### src/rtl/mips_pkg.sv
// Shared MIPS R2000 definitions: opcode constants, the fetch NOP word,
// next-PC source encoding and jump-target formation.
package mips_pkg;

  localparam logic [5:0] OP_J     = 6'h02;
  localparam logic [5:0] OP_JAL   = 6'h03;
  localparam logic [5:0] FUNCT_JR = 6'h08;

  // sll $0,$0,0 encodes as all zeros
  localparam logic [31:0] NOP_INSTR = 32'h0000_0000;

  typedef enum logic [1:0] {
    PC_SEQ,
    PC_BR,
    PC_J,
    PC_JR
  } pc_sel_e;

  // J/JAL target: upper nibble of the delay-slot-free PC+4 of the jump itself
  function automatic logic [31:0] jump_target(input logic [31:0] pc4, input logic [25:0] index);
    return {pc4[31:28], index, 2'b00};
  endfunction

endpackage

### src/rtl/fetch_unit_if.sv
// Fetch-stage bus: instruction-memory port plus the redirect requests coming
// back from ID. The master side is the fetch unit.
interface fetch_unit_if;

  logic [31:0] imem_addr;
  logic [31:0] imem_rdata;
  logic        jump_en;
  logic [25:0] jump_index;
  logic        jr_en;
  logic [31:0] jr_addr;
  logic        branch_taken;
  logic [31:0] branch_target;

  modport master (
    output imem_addr,
    input  imem_rdata,
    input  jump_en,
    input  jump_index,
    input  jr_en,
    input  jr_addr,
    input  branch_taken,
    input  branch_target
  );

  modport slave (
    input  imem_addr,
    output imem_rdata,
    output jump_en,
    output jump_index,
    output jr_en,
    output jr_addr,
    output branch_taken,
    output branch_target
  );

endinterface

### src/rtl/next_pc_sel.sv
// Next-PC selection: priority mux JR > J/JAL > branch > sequential, plus
// jump-target formation. Purely combinational.
module next_pc_sel
  import mips_pkg::*;
(
  input  logic [31:0] pc_i,
  input  logic [31:0] if_id_pc4_i,
  input  logic        jump_en_i,
  input  logic [25:0] jump_index_i,
  input  logic        jr_en_i,
  input  logic [31:0] jr_addr_i,
  input  logic        branch_taken_i,
  input  logic [31:0] branch_target_i,
  output logic [31:0] pc_plus4_o,
  output logic [31:0] next_pc_o,
  output logic        redirect_o
);

  pc_sel_e sel;

  assign pc_plus4_o = pc_i + 32'd4;
  assign redirect_o = jr_en_i | jump_en_i | branch_taken_i;

  // Resolve simultaneous redirect requests by fixed priority
  always_comb begin
    sel = PC_SEQ;
    if (jr_en_i) begin
      sel = PC_JR;
    end else if (jump_en_i) begin
      sel = PC_J;
    end else if (branch_taken_i) begin
      sel = PC_BR;
    end
  end

  // Form the address for the selected source
  always_comb begin
    next_pc_o = pc_plus4_o;
    unique case (sel)
      PC_SEQ:  next_pc_o = pc_plus4_o;
      PC_BR:   next_pc_o = branch_target_i;
      PC_J:    next_pc_o = jump_target(if_id_pc4_i, jump_index_i);
      PC_JR:   next_pc_o = jr_addr_i;
      default: next_pc_o = pc_plus4_o;
    endcase
  end

endmodule

### src/rtl/fetch_unit.sv
// Instruction-fetch stage: PC register, IF/ID pipeline register and
// fetch/flush counters. Taken redirects squash IF/ID to a single bubble.
module fetch_unit
  import mips_pkg::*;
#(
  parameter logic [31:0] RESET_PC = 32'h0000_0000,
  parameter logic [31:0] NOP_WORD = NOP_INSTR
) (
  input  logic                clk,
  input  logic                rst,
  input  logic                PCWrite,
  input  logic                If_Id_Write,
  fetch_unit_if.master        bus,
  output logic [31:0]         pc,
  output logic [31:0]         if_id_instr,
  output logic [31:0]         if_id_pc4,
  output logic                if_id_valid,
  output logic [31:0]         link_addr,
  output logic [31:0]         fetch_count,
  output logic [31:0]         flush_count
);

  logic [31:0] pc_q, pc_d;
  logic [31:0] instr_q, instr_d;
  logic [31:0] pc4_q, pc4_d;
  logic        valid_q, valid_d;
  logic [31:0] fetch_count_q, fetch_count_d;
  logic [31:0] flush_count_q, flush_count_d;

  logic [31:0] pc_plus4;
  logic [31:0] next_pc;
  logic        redirect;
  logic        flush;

  next_pc_sel u_next_pc_sel (
    .pc_i            (pc_q),
    .if_id_pc4_i     (pc4_q),
    .jump_en_i       (bus.jump_en),
    .jump_index_i    (bus.jump_index),
    .jr_en_i         (bus.jr_en),
    .jr_addr_i       (bus.jr_addr),
    .branch_taken_i  (bus.branch_taken),
    .branch_target_i (bus.branch_target),
    .pc_plus4_o      (pc_plus4),
    .next_pc_o       (next_pc),
    .redirect_o      (redirect)
  );

  // A redirect during a PC stall is dropped; ID re-asserts it once unstalled
  assign flush = redirect & PCWrite;

  // PC next state: advance only when the hazard unit allows it
  always_comb begin
    pc_d = pc_q;
    if (PCWrite) begin
      pc_d = next_pc;
    end
  end

  // IF/ID next state: flush beats load beats hold
  always_comb begin
    instr_d       = instr_q;
    pc4_d         = pc4_q;
    valid_d       = valid_q;
    fetch_count_d = fetch_count_q;
    flush_count_d = flush_count_q;
    if (flush) begin
      instr_d       = NOP_WORD;
      pc4_d         = 32'h0;
      valid_d       = 1'b0;
      flush_count_d = flush_count_q + 32'd1;
    end else if (If_Id_Write) begin
      instr_d       = bus.imem_rdata;
      pc4_d         = pc_plus4;
      valid_d       = 1'b1;
      fetch_count_d = fetch_count_q + 32'd1;
    end
  end

  // State registers with asynchronous active-low reset
  always_ff @(posedge clk or negedge rst) begin
    if (!rst) begin
      pc_q          <= RESET_PC;
      instr_q       <= NOP_WORD;
      pc4_q         <= 32'h0;
      valid_q       <= 1'b0;
      fetch_count_q <= 32'h0;
      flush_count_q <= 32'h0;
    end else begin
      pc_q          <= pc_d;
      instr_q       <= instr_d;
      pc4_q         <= pc4_d;
      valid_q       <= valid_d;
      fetch_count_q <= fetch_count_d;
      flush_count_q <= flush_count_d;
    end
  end

  assign bus.imem_addr = pc_q;
  assign pc            = pc_q;
  assign if_id_instr   = instr_q;
  assign if_id_pc4     = pc4_q;
  assign if_id_valid   = valid_q;
  // No delay slot: JAL links to its own PC+4
  assign link_addr     = pc4_q;
  assign fetch_count   = fetch_count_q;
  assign flush_count   = flush_count_q;

endmodule

### src/flat_wrapper.sv
// flat-port wrapper written by rule: the top's interface ports become plain ports
module fetch_unit_flat import mips_pkg::*;
#(
  parameter logic [31:0] RESET_PC = 32'h0000_0000,
  parameter logic [31:0] NOP_WORD = NOP_INSTR
)
  (clk, rst, PCWrite, If_Id_Write, pc, if_id_instr, if_id_pc4, if_id_valid, link_addr, fetch_count, flush_count, bus_imem_addr, bus_imem_rdata, bus_jump_en, bus_jump_index, bus_jr_en, bus_jr_addr, bus_branch_taken, bus_branch_target);
  fetch_unit_if bus_i ();
  input  logic clk;
  input  logic rst;
  input  logic PCWrite;
  input  logic If_Id_Write;
  output logic [31:0] pc;
  output logic [31:0] if_id_instr;
  output logic [31:0] if_id_pc4;
  output logic if_id_valid;
  output logic [31:0] link_addr;
  output logic [31:0] fetch_count;
  output logic [31:0] flush_count;
  output wire logic [$bits(bus_i.imem_addr)-1:0] bus_imem_addr;
  input wire logic [$bits(bus_i.imem_rdata)-1:0] bus_imem_rdata;
  input wire logic [$bits(bus_i.jump_en)-1:0] bus_jump_en;
  input wire logic [$bits(bus_i.jump_index)-1:0] bus_jump_index;
  input wire logic [$bits(bus_i.jr_en)-1:0] bus_jr_en;
  input wire logic [$bits(bus_i.jr_addr)-1:0] bus_jr_addr;
  input wire logic [$bits(bus_i.branch_taken)-1:0] bus_branch_taken;
  input wire logic [$bits(bus_i.branch_target)-1:0] bus_branch_target;
  assign bus_imem_addr = bus_i.imem_addr;
  assign bus_i.imem_rdata = bus_imem_rdata;
  assign bus_i.jump_en = bus_jump_en;
  assign bus_i.jump_index = bus_jump_index;
  assign bus_i.jr_en = bus_jr_en;
  assign bus_i.jr_addr = bus_jr_addr;
  assign bus_i.branch_taken = bus_branch_taken;
  assign bus_i.branch_target = bus_branch_target;
  fetch_unit #(.RESET_PC(RESET_PC), .NOP_WORD(NOP_WORD)) u_core (.clk(clk), .rst(rst), .PCWrite(PCWrite), .If_Id_Write(If_Id_Write), .bus(bus_i), .pc(pc), .if_id_instr(if_id_instr), .if_id_pc4(if_id_pc4), .if_id_valid(if_id_valid), .link_addr(link_addr), .fetch_count(fetch_count), .flush_count(flush_count));
endmodule
### config.mk
export PLATFORM = sky130hd
export DESIGN_NAME = fetch_unit_flat
export DESIGN_NICKNAME = d
export VERILOG_FILES = /design/src/rtl/mips_pkg.sv /design/src/rtl/fetch_unit_if.sv /design/src/rtl/next_pc_sel.sv /design/src/rtl/fetch_unit.sv /design/src/flat_wrapper.sv
export SDC_FILE = /design/constraint.sdc
export NUM_CORES = 1
export LEC_CHECK = 0
export CORE_MARGIN = 2
export CORE_UTILIZATION = 40
export DETAILED_ROUTE_END_ITERATION = 7
export GPL_TIMING_DRIVEN = 0
export PLACE_DENSITY = 0.81
export SLEW_MARGIN = 0
export SYNTH_ARGS = -nofsm -noshare
export SYNTH_HDL_FRONTEND = slang
export SYNTH_SLANG_ARGS = --single-unit
export TNS_END_PERCENT = 50
### constraint.sdc
create_clock -name clk -period 2 [get_ports clk]
set_clock_uncertainty 0.15 [all_clocks]
set_input_delay 0.2 -clock clk [delete_from_list [all_inputs] [get_ports clk]]
set_output_delay 0.2 -clock clk [all_outputs]
set_load 0.05 [all_outputs]
* Word level (Yosys, flattened, before mapping)
Index checks and enable logic that the tools add are counted.
** Operators by class
- Add/sub/neg operators :: 3
- Eq/ne operators :: 3
- Mux-type cells :: 10
- Bitwise gates (word level) :: 4
- Reduce and logical (&&, ||, !) cells :: 3
** Operators by type and width (number)
- 32-bit two-way mux :: 4
- 32-bit one-hot mux with 4 select lines :: 1
- 32-bit by 1-bit adder with 32-bit output, second input constant :: 2
- 32-bit by 3-bit adder with 32-bit output, second input constant :: 1
- 2-bit == test, second input constant :: 2
- 2-bit two-way mux :: 2
- 1-bit two-way mux :: 3
- 2-bit by 1-bit == test with 1-bit output, second input constant :: 1
- 2-bit zero test :: 1
- 1-bit bitwise OR :: 2
- 2-bit AND reduction :: 1
- 2-bit nonzero test :: 1
- 1-bit AND :: 1
- 1-bit inverter :: 1
** Word-level totals
- Register bits after elaboration :: 161
- Input bits :: 129
- Output and inout port bits :: 225
- Logic and storage cells :: 29

* Depth between registers and ports, before layout
- Word-level depth :: 5
- Mapped depth :: 7

* Cells and area by module
A second synthesis with hierarchy kept.
** Unflattened totals
- Cell total of the unflattened synthesis :: 852
- Area, all modules :: 8622.0 µm²
** Modules (own cells, without submodules)
- fetch_unit :: instances 1, cells each 602, area an instance 7084.3 µm², seq. area each 4028.9 µm²
- next_pc_sel :: instances 1, cells each 250, area an instance 1537.7 µm², seq. area each 0.0 µm²

* Least setup slack after synthesis
OpenSTA, ideal clock, no wires.
- Kind :: register -> register
- Start point :: register u_core.pc_q[4] (netlist: u_core.bus.imem_addr[4])
- End point :: register u_core.pc4_q[31] (netlist: u_core.if_id_pc4[31])
- Library setup time :: 0.099 ns
- Arrival :: 2.361 ns
- Required time :: 1.751 ns
- Path slack :: -0.611 ns
- Stages on the path, launching flop included :: 7
- Period minus slack after synthesis :: 2.611 ns
- Path through :: dfrtp_1 buf_4 nand3_4 or4_4 buf_6 or4_1 a311oi_1
** On the way
- Cells in the longest elaborated chain, start to end :: 3
** RTL lines
- start, declared :: line fetch_unit.sv:23 : logic [31:0] pc_q, pc_d;
- start signal, assigned :: line fetch_unit.sv:90 : pc_q <= pc_d;
- 32-bit by 3-bit adder with 32-bit output :: line next_pc_sel.sv:21 : assign pc_plus4_o = pc_i + 32'd4;
- 32-bit two-way mux :: line fetch_unit.sv:72 : end else if (If_Id_Write) begin
- 32-bit two-way mux :: line fetch_unit.sv:67 : if (flush) begin
- end signal, assigned :: line fetch_unit.sv:92 : pc4_q <= pc4_d;
- end, declared :: line fetch_unit.sv:25 : logic [31:0] pc4_q, pc4_d;
Every way passes these cells. The select of a mux whose other input is x is not followed.
A chain may end at the register's enable or synchronous reset.

* Final worst setup path
- Start point :: register u_core.pc_q[8] (netlist: u_core.bus.imem_addr[8])
- End point :: register u_core.pc4_q[31] (netlist: u_core.if_id_pc4[31])
Same word-level chain as after synthesis.

==> flow_metrics.tcl <==
set metrics [dict create \
    run_status "finished with violations" \
    violations "setup timing" \
    ff2ff_setup_slack_ps -240 \
    drv.max_cap_violation_count 0 \
    timing.hold.ws_ps 163.8 \
    power_per_cell_area_nw_per_um2 821.5 \
    netlist_area_sq_um 9014 \
    critical_path.max_fanout 7 \
    fin_crit_ps 2238 \
    flow.area_growth_from_synthesis_pct 60.92 \
    route.detailed.drc 0 \
    final_critical_path_setup_slack_ps -237.6 \
    die_width_um 154.1 \
    critPathArrivalTime_ps 2410 \
    timing.final.max_slew_violations 0 \
    grt_max_degree 100 \
    fp.coreArea_sq_um 21960 \
    num_rows 54 \
    synth_enable_flop_cells 0 \
    report.final.hold_viol_count 0 \
    clock-root-buffer "clkbuf_16" \
    htree_num_levels 4 \
    clock_insertion_delay_worst_skew_ps 420 \
    synth_cells 952 \
    clock_buffers_created_by_tritoncts 17 \
    grt_pass1_vias 9386 \
    endpoint_kind "register" \
    ctsLongestPathBuffers 2 \
    track_usage 0.2843 \
    timing.setup.critical_path_class "register to register" \
    drt-total-wl_mm 34.79 \
    global_route.overflow_total 0 \
    grt_pass1_wl_mm 52.96 \
    nNetsFinal 1532 \
    startpoint_type "register" \
    dp_hpwl_mm 25.31 \
    setup-violations-final 21 \
    drt_pass1_iterations 6 \
    ys_seq_elements 161 \
    crit_path_start "u_core.bus.imem_addr[8]" \
    synth.yosys.seq_area_share 0.4470 \
    most_frequent_standard_cell_in_the_layout_excluding_fill_and_tap_cells "buf_4" \
    cts.reportedPaths.clkPinSlew_ps 70 \
    grt_antenna_before_repair 0 \
    worstMarginPinSlew_ps 809.6 \
    layout.filler_cells 1837 \
    synth.yosys.warnings 0 \
    regToRegEndpoint "u_core.if_id_pc4[31]" \
    initial_utilization 0.4105 \
    synth-async-reset-ratio 1.000 \
    ys_types 64 \
    die_y_um 154.1 \
    leakagePower_nw 6.891 \
    worst_min_delay_path_class "primary input to async pin" \
    drt_first_iter_violations 993 \
    total_power_w 0.01192 \
    critical_path_required_ps 2170 \
    layout-drive-gt1-share 0.2626 \
    final-instance-count-excl-fill 1693 \
    io-pin-count 354 \
    layout.cells.most_common_list "buf_4 (194), clkdlybuf4s50_1 (154), dfrtp_1 (127), dlygate4sd2_1 (121), nor2_1 (73)" \
    syn_avg_cell_area_sq_um 9.468 \
    num_antenna_cells 0 \
    maxClockFrequency_mhz 446.9 \
    final_util 0.6606 \
    finalWeightedCongestion 0.9016 \
    syn-num-nets 1084 \
    avgRoutedWirePerCell_um 20.55 \
    numPortBuffers 353 \
    routed_via_density 5.662 \
    reg2reg_from "u_core.bus.imem_addr[8]" \
    numPlacedInstances 1586 \
    clock_tree_from_tritoncts "built" \
    layout_worst_path_cycle_share 1.119 \
    rr_worst_depth 5 \
    yosys_most_used_dff "dfrtp_1" \
    antenna_violating_nets_post_route 0 \
    ir_drop_mv 0.4119 \
    clkSinkCount 161 \
    max-slew-margin-rel 0.4603 \
    route.vias.total 9585 \
    finalSetupTns_ps -1859 \
    rsz0062_at_grt "true" \
    design.die.area_sq_um 23750 \
]
## through the flow
stage	setup slack (ps)	area (sq um)
6_report	-237.6	14510
2_1_floorplan	-360.7	9166
4_1_cts	-252.1	14070
3_5_place_dp	-1161	13080
5_1_grt	-266.4	14510
3_3_place_gp	-7236	13050
## worst max path at each step
| stage | to | slack [ps] |
|---|---|---|
| floorplan | u_core.if_id_pc4[29] | -360 |
| global placement | u_core.bus.imem_addr[3] | -7240 |
| detailed placement | u_core.if_id_instr[29] | -1160 |
| CTS | u_core.if_id_pc4[31] | -250 |
| global route | u_core.if_id_pc4[31] | -270 |
| finish | u_core.if_id_pc4[31] | -240 |
## cell type report
cell class | instances | area [sq um] | area share
plain buffers | 128 | 900.9 | 0.06211
flip-flops and latches | 161 | 4076 | 0.2810
inverters | 12 | 45.04 | 0.003105
multi-input cells | 643 | 4522 | 0.3117
clock inverters | 15 | 171.4 | 0.01182
clock buffers | 17 | 425.4 | 0.02933
well taps | 280 | 350.3 | 0.02415
repair buffers | 437 | 4014 | 0.2767
## critical path, stage by stage, from the launching register on
cell,delay [ps]
dfrtp_2,460
nand2_4,100
or4_4,530
buf_6,160
or4_4,460
a311oi_1,270
## flip-flops by register name (all words and copies together) (netlist names)
signal,count
u_core.if_id_valid,1
u_core.flush_count,32
u_core.if_id_instr,32
u_core.if_id_pc4,32
u_core.bus.imem_addr,32
u_core.fetch_count,32
## routing by layer
metal,global-route usage,share of wire,vias up
met5,0,0,-
met4,0.09969,0.034,0
met3,0.05609,0.083,84
met2,0.4854,0.49,578
met1,0.3603,0.40,4589
li1,-,-,4334
## what timing repair did
action / in CTS / in global routing
gates cloned: 1 / 1
pin swaps: 28 / 26
setup buffers: 46 / 35
endpoints found under the setup margin: 328 / 94
hold endpoints to repair: 62 / 0
hold buffers: 1 / 0
resized for setup: 264 / 98
## synthesized netlist by cell type (3+ instances only)
| cell type | n | area share |
|---|---|---|
| dfrtp_1 | 161 | 0.45 |
| nor2_1 | 74 | 0.031 |
| buf_4 | 67 | 0.056 |
| nand2_1 | 64 | 0.027 |
| clkbuf_1 | 54 | 0.022 |
| xnor2_1 | 52 | 0.051 |
| nand3_1 | 50 | 0.028 |
| o21ai_0 | 37 | 0.021 |
| mux2i_1 | 36 | 0.040 |
| nand4_1 | 33 | 0.023 |
| nor3_1 | 25 | 0.014 |
| and3_1 | 24 | 0.017 |
| xor2_1 | 22 | 0.021 |
| a21oi_1 | 19 | 0.011 |
| a31oi_1 | 16 | 0.011 |
| and4_1 | 15 | 0.015 |
| nor4_1 | 14 | 0.0097 |
| o211ai_1 | 14 | 0.012 |
| o22ai_1 | 14 | 0.0097 |
| or4_1 | 14 | 0.012 |
| inv_1 | 11 | 0.0046 |
| buf_1 | 10 | 0.0042 |
| o221ai_1 | 10 | 0.0097 |
| a211oi_1 | 9 | 0.0075 |
| and2_1 | 9 | 0.0062 |
| o31ai_1 | 8 | 0.0067 |
| a22oi_1 | 6 | 0.0050 |
| or3_1 | 6 | 0.0042 |
| o22a_1 | 5 | 0.0049 |
| o311a_1 | 5 | 0.0056 |
| o32a_1 | 5 | 0.0056 |
| a2bb2oi_1 | 4 | 0.0039 |
| a32oi_1 | 4 | 0.0039 |
| buf_2 | 4 | 0.0022 |
| nand2b_1 | 4 | 0.0028 |
| o211a_1 | 4 | 0.0044 |
| a311oi_1 | 3 | 0.0029 |
| ha_1 | 3 | 0.0042 |
| o2bb2ai_1 | 3 | 0.0029 |
| o32ai_1 | 3 | 0.0029 |
## cells by family (layout without fill, tap and decap cells)
family	count (synthesis)	count (layout)	synth area share
mux	37	37	0.04123
simple gates	344	344	0.1996
xor+xnor	74	74	0.07190
fa+ha+maj	3	3	0.004165
buf+inv	148	609	0.09092
flops	161	161	0.4470
compound gates	185	185	0.1452
## where the power goes
part / internal [W] / switching, W
Sequential: 0.00360 / 0.000471
Clock: 0.00179 / 0.00152
Combinational: 0.00167 / 0.00288
Total: 0.00705 / 0.00487
(Power assumes the default switching activity.)
